### src/rtl/lru_executor.sv
// Mode executor for the board controller: cycle counter, LRU table access/insert and LRU readout.
// Optional hit/miss statistics are built when LRU_EXEC_STATS_EN is defined.
module lru_executor #(
    parameter int unsigned WAYS   = 4,
    parameter int unsigned DATA_W = 4,
    parameter int unsigned CNT_W  = 16
) (
    input  logic              clk_i,
    input  logic              rst_i,
    input  logic [2:0]        state_i,
    input  logic              set_i,
    input  logic              clr_i,
    input  logic [DATA_W-1:0] data_i,
    output logic [15:0]       result_o,
    output logic              busy_o,
    output logic              done_o,
    output logic [15:0]       stats_o
);

    localparam int unsigned AW = $clog2(WAYS);

    typedef enum logic [1:0] {StIdle, StSearch, StUpdate} fsm_e;

    fsm_e              fsm_q, fsm_d;
    logic              set_q;
    logic [CNT_W-1:0]  cnt_q, cnt_d;
    logic [AW-1:0]     rd_idx_q, rd_idx_d;
    logic              rd_mode_q;
    logic [DATA_W-1:0] key_q, key_d;
    logic [AW-1:0]     idx_q, idx_d;
    logic              hit_q, hit_d;
    logic [AW-1:0]     hit_way_q, hit_way_d;
    logic              valid_q [WAYS];
    logic              valid_d [WAYS];
    logic [DATA_W-1:0] keys_q [WAYS];
    logic [DATA_W-1:0] keys_d [WAYS];
    logic [AW-1:0]     age_q [WAYS];
    logic [AW-1:0]     age_d [WAYS];
    logic [15:0]       result_q, result_d;

    logic          clear;
    logic          set_pulse;
    logic          mode_cnt, mode_wr, mode_rd;
    logic          rd_entry;
    logic [AW-1:0] rd_eff;
    logic [AW-1:0] rd_way;
    logic [AW-1:0] tgt_way;
    logic [AW-1:0] tgt_age;
    logic          found_inv;

    assign clear     = rst_i | clr_i;
    assign set_pulse = set_i & ~set_q;
    assign mode_cnt  = (state_i == 3'b100);
    assign mode_wr   = (state_i == 3'b010);
    assign mode_rd   = (state_i == 3'b001);

    // Readout restarts from MRU whenever LRU_RD is freshly entered.
    assign rd_entry = mode_rd & ~rd_mode_q;
    assign rd_eff   = rd_entry ? '0 : rd_idx_q;

    always_comb begin
        rd_way = '0;
        for (int unsigned w = 0; w < WAYS; w++) begin
            if (age_q[w] == rd_eff) rd_way = AW'(w);
        end
    end

    // Replacement target: hit way, else lowest invalid way, else the LRU way.
    always_comb begin
        tgt_way   = '0;
        found_inv = 1'b0;
        for (int unsigned w = 0; w < WAYS; w++) begin
            if (!valid_q[w] && !found_inv) begin
                found_inv = 1'b1;
                tgt_way   = AW'(w);
            end
        end
        if (!found_inv) begin
            for (int unsigned w = 0; w < WAYS; w++) begin
                if (age_q[w] == AW'(WAYS - 1)) tgt_way = AW'(w);
            end
        end
        if (hit_q) tgt_way = hit_way_q;
        tgt_age = age_q[tgt_way];
    end

    always_comb begin
        fsm_d     = fsm_q;
        key_d     = key_q;
        idx_d     = idx_q;
        hit_d     = hit_q;
        hit_way_d = hit_way_q;
        valid_d   = valid_q;
        keys_d    = keys_q;
        age_d     = age_q;
        unique case (fsm_q)
            StIdle: begin
                if (mode_wr && set_pulse) begin
                    fsm_d     = StSearch;
                    key_d     = data_i;
                    idx_d     = '0;
                    hit_d     = 1'b0;
                    hit_way_d = '0;
                end
            end
            StSearch: begin
                if (valid_q[idx_q] && (keys_q[idx_q] == key_q)) begin
                    hit_d     = 1'b1;
                    hit_way_d = idx_q;
                end
                if (idx_q == AW'(WAYS - 1)) begin
                    fsm_d = StUpdate;
                end else begin
                    idx_d = idx_q + AW'(1);
                end
            end
            StUpdate: begin
                fsm_d = StIdle;
                if (!hit_q) begin
                    valid_d[tgt_way] = 1'b1;
                    keys_d[tgt_way]  = key_q;
                end
                for (int unsigned w = 0; w < WAYS; w++) begin
                    if (AW'(w) == tgt_way) begin
                        age_d[w] = '0;
                    end else if (age_q[w] < tgt_age) begin
                        age_d[w] = age_q[w] + AW'(1);
                    end
                end
            end
            default: fsm_d = StIdle;
        endcase
    end

    always_comb begin
        cnt_d    = mode_cnt ? cnt_q + CNT_W'(1) : cnt_q;
        rd_idx_d = rd_eff;
        if (mode_rd && set_pulse) rd_idx_d = rd_eff + AW'(1);
        result_d = result_q;
        if (fsm_q == StUpdate) begin
            result_d = {3'b000, hit_q, 4'(tgt_way), 8'(key_q)};
        end else if (mode_cnt) begin
            result_d = cnt_d[15:0];
        end else if (mode_rd && set_pulse) begin
            result_d = {2'b00, valid_q[rd_way], 1'b0, 4'(rd_way), 8'(keys_q[rd_way])};
        end
    end

    always_ff @(posedge clk_i) begin
        if (clear) begin
            fsm_q     <= StIdle;
            set_q     <= 1'b0;
            cnt_q     <= '0;
            rd_idx_q  <= '0;
            rd_mode_q <= 1'b0;
            key_q     <= '0;
            idx_q     <= '0;
            hit_q     <= 1'b0;
            hit_way_q <= '0;
            result_q  <= '0;
            for (int unsigned w = 0; w < WAYS; w++) begin
                valid_q[w] <= 1'b0;
                keys_q[w]  <= '0;
                age_q[w]   <= AW'(w);
            end
        end else begin
            fsm_q     <= fsm_d;
            set_q     <= set_i;
            cnt_q     <= cnt_d;
            rd_idx_q  <= rd_idx_d;
            rd_mode_q <= mode_rd;
            key_q     <= key_d;
            idx_q     <= idx_d;
            hit_q     <= hit_d;
            hit_way_q <= hit_way_d;
            result_q  <= result_d;
            valid_q   <= valid_d;
            keys_q    <= keys_d;
            age_q     <= age_d;
        end
    end

    assign result_o = result_q;
    assign busy_o   = (fsm_q != StIdle);
    assign done_o   = (fsm_q == StUpdate);

`ifdef LRU_EXEC_STATS_EN
    logic [7:0] hit_cnt_q, hit_cnt_d;
    logic [7:0] miss_cnt_q, miss_cnt_d;

    always_comb begin
        hit_cnt_d  = hit_cnt_q;
        miss_cnt_d = miss_cnt_q;
        if (fsm_q == StUpdate) begin
            if (hit_q) begin
                if (hit_cnt_q != 8'hFF) hit_cnt_d = hit_cnt_q + 8'd1;
            end else begin
                if (miss_cnt_q != 8'hFF) miss_cnt_d = miss_cnt_q + 8'd1;
            end
        end
    end

    always_ff @(posedge clk_i) begin
        if (clear) begin
            hit_cnt_q  <= '0;
            miss_cnt_q <= '0;
        end else begin
            hit_cnt_q  <= hit_cnt_d;
            miss_cnt_q <= miss_cnt_d;
        end
    end

    assign stats_o = {hit_cnt_q, miss_cnt_q};
`else
    assign stats_o = 16'h0000;
`endif

endmodule

### config.mk
export PLATFORM = sky130hd
export DESIGN_NAME = lru_executor
export DESIGN_NICKNAME = d
export VERILOG_FILES = /design/src/rtl/lru_executor.sv
export SDC_FILE = /design/constraint.sdc
export NUM_CORES = 1
export LEC_CHECK = 0
export ABC_AREA = 1
export CAP_MARGIN = 40
export CORE_MARGIN = 10
export CORE_UTILIZATION = 55
export CTS_BUF_LIST = sky130_fd_sc_hd__clkbuf_8
export DETAILED_ROUTE_END_ITERATION = 6
export DONT_BUFFER_PORTS = 1
export MAX_ROUTING_LAYER = met4
export PLACE_DENSITY_LB_ADDON = 0.12
export SLEW_MARGIN = 20
export SYNTH_ARGS = -nofsm -noshare
export SYNTH_HDL_FRONTEND = slang
export SYNTH_SLANG_ARGS = --single-unit
### constraint.sdc
create_clock -name clk_i -period 3.1 [get_ports clk_i]
set_input_delay 0.31 -clock clk_i [delete_from_list [all_inputs] [get_ports clk_i]]
set_output_delay 0.31 -clock clk_i [all_outputs]
set_load 0.01 [all_outputs]
==> results by group <==
Clock network
  • Clk slew on worst S/H paths: around 0.09 ns
  • H-tree levels: 3
  • CTS sink cnt: 75
  • Root Driver: clkbuf_8
  • CTS tree: done
  • Num CTS Buffers: 9
  • # Post-CTS Setup Buffers: 0
  • Longest Clk Path Bufs: 2
  • Worst skew pair latency: between 0.3 and 0.4 ns
  • Hold_buf cts: 0
  • Post_cts resized: 0

Timing
  • RSZ-0062 raised after global routing: no
  • Clk_skew: between 0.01 and 0.015 ns
  • Final Max Tran Viols: 0
  • Fin crit share: 70.2%
  • # setup viols final: 0
  • Maximum clock frequency: 460 MHz
  • Rel. slew slack: 62.0%
  • Crit path time final: ~2.2 ns
  • Setup TNS: 0 ns
  • Setup slack after layout: roughly 0.92 ns
  • Final Hold Vio Count: 0
  • Slew @ Worst Pin: 0.569 ns

Drt
  • DRT antenna net count: 0
  • Routed wire per std cell: roughly 15 um
  • Routed WL: around 10 mm
  • DR pass1 iterations: 5
  • Vias per cell: around 5.4
  • Initial DRC Count: 200
  • DRC viols: 0
  • Via count: between 3000 and 4000

Worst setup path
  • Critical path type: reg2reg
  • CP Data Arrival Time: 2.41 ns
  • CP endpoint kind: flop
  • CP Max Fanout: 9
  • R2R Setup Slk: ~0.92 ns
  • Crit path launch type: flop
  • Critical Path RT: between 3 and 4 ns

Hold path
  • Worst Hold Class: in2reg

Power and ir drop
  • Static Leak: roughly 1.7 nW
  • Cell Int Power: 1.36 mW
  • Gate power share: about 4.3%
  • Clk pwr share: between 40% and 50%
  • Pwr Total: between 1.5 and 2 mW
  • Sequential share of power: about 54%
  • Sw power: ~450 uW
  • Power density cells: between 400 and 500 nW/um^2
  • Switch share: around a quarter
  • Worst VDD drop: ~0.28 mV

Yosys
  • Distinct cell type count after synthesis: 38
  • Largest area contributor in the netlist: dfxtp_1
  • Asr flop ratio synth: 0%
  • Post-Syn Area per Cell: 7.08 sq um
  • EDFF count, synth: 0
  • Most common cell in the synthesized netlist: nand2_1
  • Yosys warning count: 0
  • Top cells by area, synth: dfxtp_1 (37%), nand2_1 (8.6%), a21oi_1 (7.6%)
  • Synth top cells by count: nand2_1 (93), dfxtp_1 (75), inv_1 (68), a21oi_1 (61)
  • Synthesized instance count: 571
  • Seq cells post-synth: 75
  • Post-synthesis sequential area ratio: 37.1%
  • Syn Std Cell Area: between 4000 and 5000 sq um
  • Ys flop type: dfxtp_1
  • Synth top area share: roughly 37%

GRT
  • Largest net degree at the start of global routing: 30
  • Initial antenna violation count: 0
  • Wire length of the first global-routing pass: 16.9 mm
  • Gr ovfl total: 0
  • Vias in the first global route: roughly 3300
  • Tot GR Track Use: a little under a fifth

Cells and area
  • Area of the multi-input gates: approximately 2100 sq um
  • Sequential cell area: around 1500 sq um
  • Layout cells sized above 1: 10.2%
  • # diodes: 0
  • Layout Nets: 589
  • Area Overhead vs Synth: 6.25%
  • # fillers: between 600 and 700

Die
  • Die area: 11200 sq um
  • Die H: approximately 110 um
  • Rows: 31
  • Die width: approximately 110 um
  • Core area: roughly 7000 sq um
  • Initial Utilization: a little under three fifths
  • IO Pins: 45

Place
  • Detailed placement HPWL: 7.42 mm
  • Routability cong.: a little under 0.9
  • Post-Place Worst Slack: about 0.95 ns
  • PortBufs: 0

Flow run
  • Max-Cap Viols: 0

Outcome
  • Status: complete, no violations
-- path summary, 6_finish.rpt --
check	end	cells after the start	from
hold / removal	key_q[1]	2	data_i[1]
hold reg to reg	keys_q[13]	2	keys_q[13]
setup reg to reg	keys_q[6]	9	age_q[1]
setup / recovery	keys_q[6]	9	age_q[1]
-- worst max-delay path: stages, from the launching register on --
cell and delay (ns):
dfxtp_1 0.40, ha_1 0.24, nor4_1 0.28, nand2_1 0.13, nand2_4 0.15, nand2_8 0.09, nor2_1 0.20, nand2_1 0.25
o21ai_0 0.25, a21oi_1 0.06
-- cells by family after synthesis --
logic type | share of synthesized area, %
AOI/OAI and AO/OA | 16.0
DFF | 37.1
adders and majority gates | 1.86
buffers and inverters | 11.5
and+or+nand+nor | 28.8
other | 0.0928
xor gates and xnor gates | 4.55
-- placed cells by master (no fill, tap or decap), types with 3 or more instances in the layout --
cell type	n
nand2_1	93
dfxtp_1	75
inv_1	70
a21oi_1	61
nand3_1	50
nor2_1	49
o21ai_0	41
xor2_1	18
conb_1	16
nand4_1	10
clkbuf_8	9
nor2_2	6
ha_1	6
inv_2	5
nand2_2	5
nand3_2	5
or2_2	5
buf_4	5
nor3_2	4
nor3_1	4
nand2_4	3
a211oi_1	3
xnor2_1	3
o221ai_1	3
o21ai_1	3
-- power groups by stage --
stage | Clock [mW] | Combinational [mW] | Sequential (mW)
after global placement | 0 | 0.0702 | 0.994
after CTS | 0.762 | 0.0760 | 0.972
final | 0.759 | 0.0770 | 0.972
after detailed placement | 0 | 0.0755 | 0.994
after floorplan | 0 | 0.0714 | 0.992
after global routing | 0.808 | 0.0877 | 0.973
-- layer usage --
metal | vias up | global-route usage (%) | part of all wire, %
li1 | 1845 | - | -
met1 | 1659 | 24.0 | 48
met3 | 17 | 5.36 | 7.1
met2 | 108 | 27.5 | 43
met5 | - | - | 0
met4 | 0 | 6.38 | 1.8
-- stage by stage --
step           hold WS (ns)  cell area [sq um]  std cells  utilization [%]
2_1_floorplan         0.435               4100        586                -
3_3_place_gp          0.470               4080        659             56.5
3_5_place_dp          0.474               4100        660             56.9
4_1_cts               0.129               4300        676             59.5
5_1_grt               0.151               4300        676             59.5
6_report              0.135               4300        676             59.5
-- area by class of cell --
type                            count  area share [%]
Clock inverter                      7            1.60
Clock buffer                        9            2.88
Tap cell                           99            2.88
Inverter                           74            6.50
Multi-Input combinational cell    406            49.7
Timing Repair Buffer                6            1.51
Sequential cell                    75            35.0
-- sequential cells by signal (all words and copies together), names as in the netlist --
register and count:
hit_way_q 2, rd_mode_q 1, key_q 4, keys_q 16
age_q 8, fsm_q 2, set_q 1, result_o 16
idx_q 2, cnt_q 16, valid_q 4, rd_idx_q 2
hit_q 1
Power figures use the tool's default switching activity.
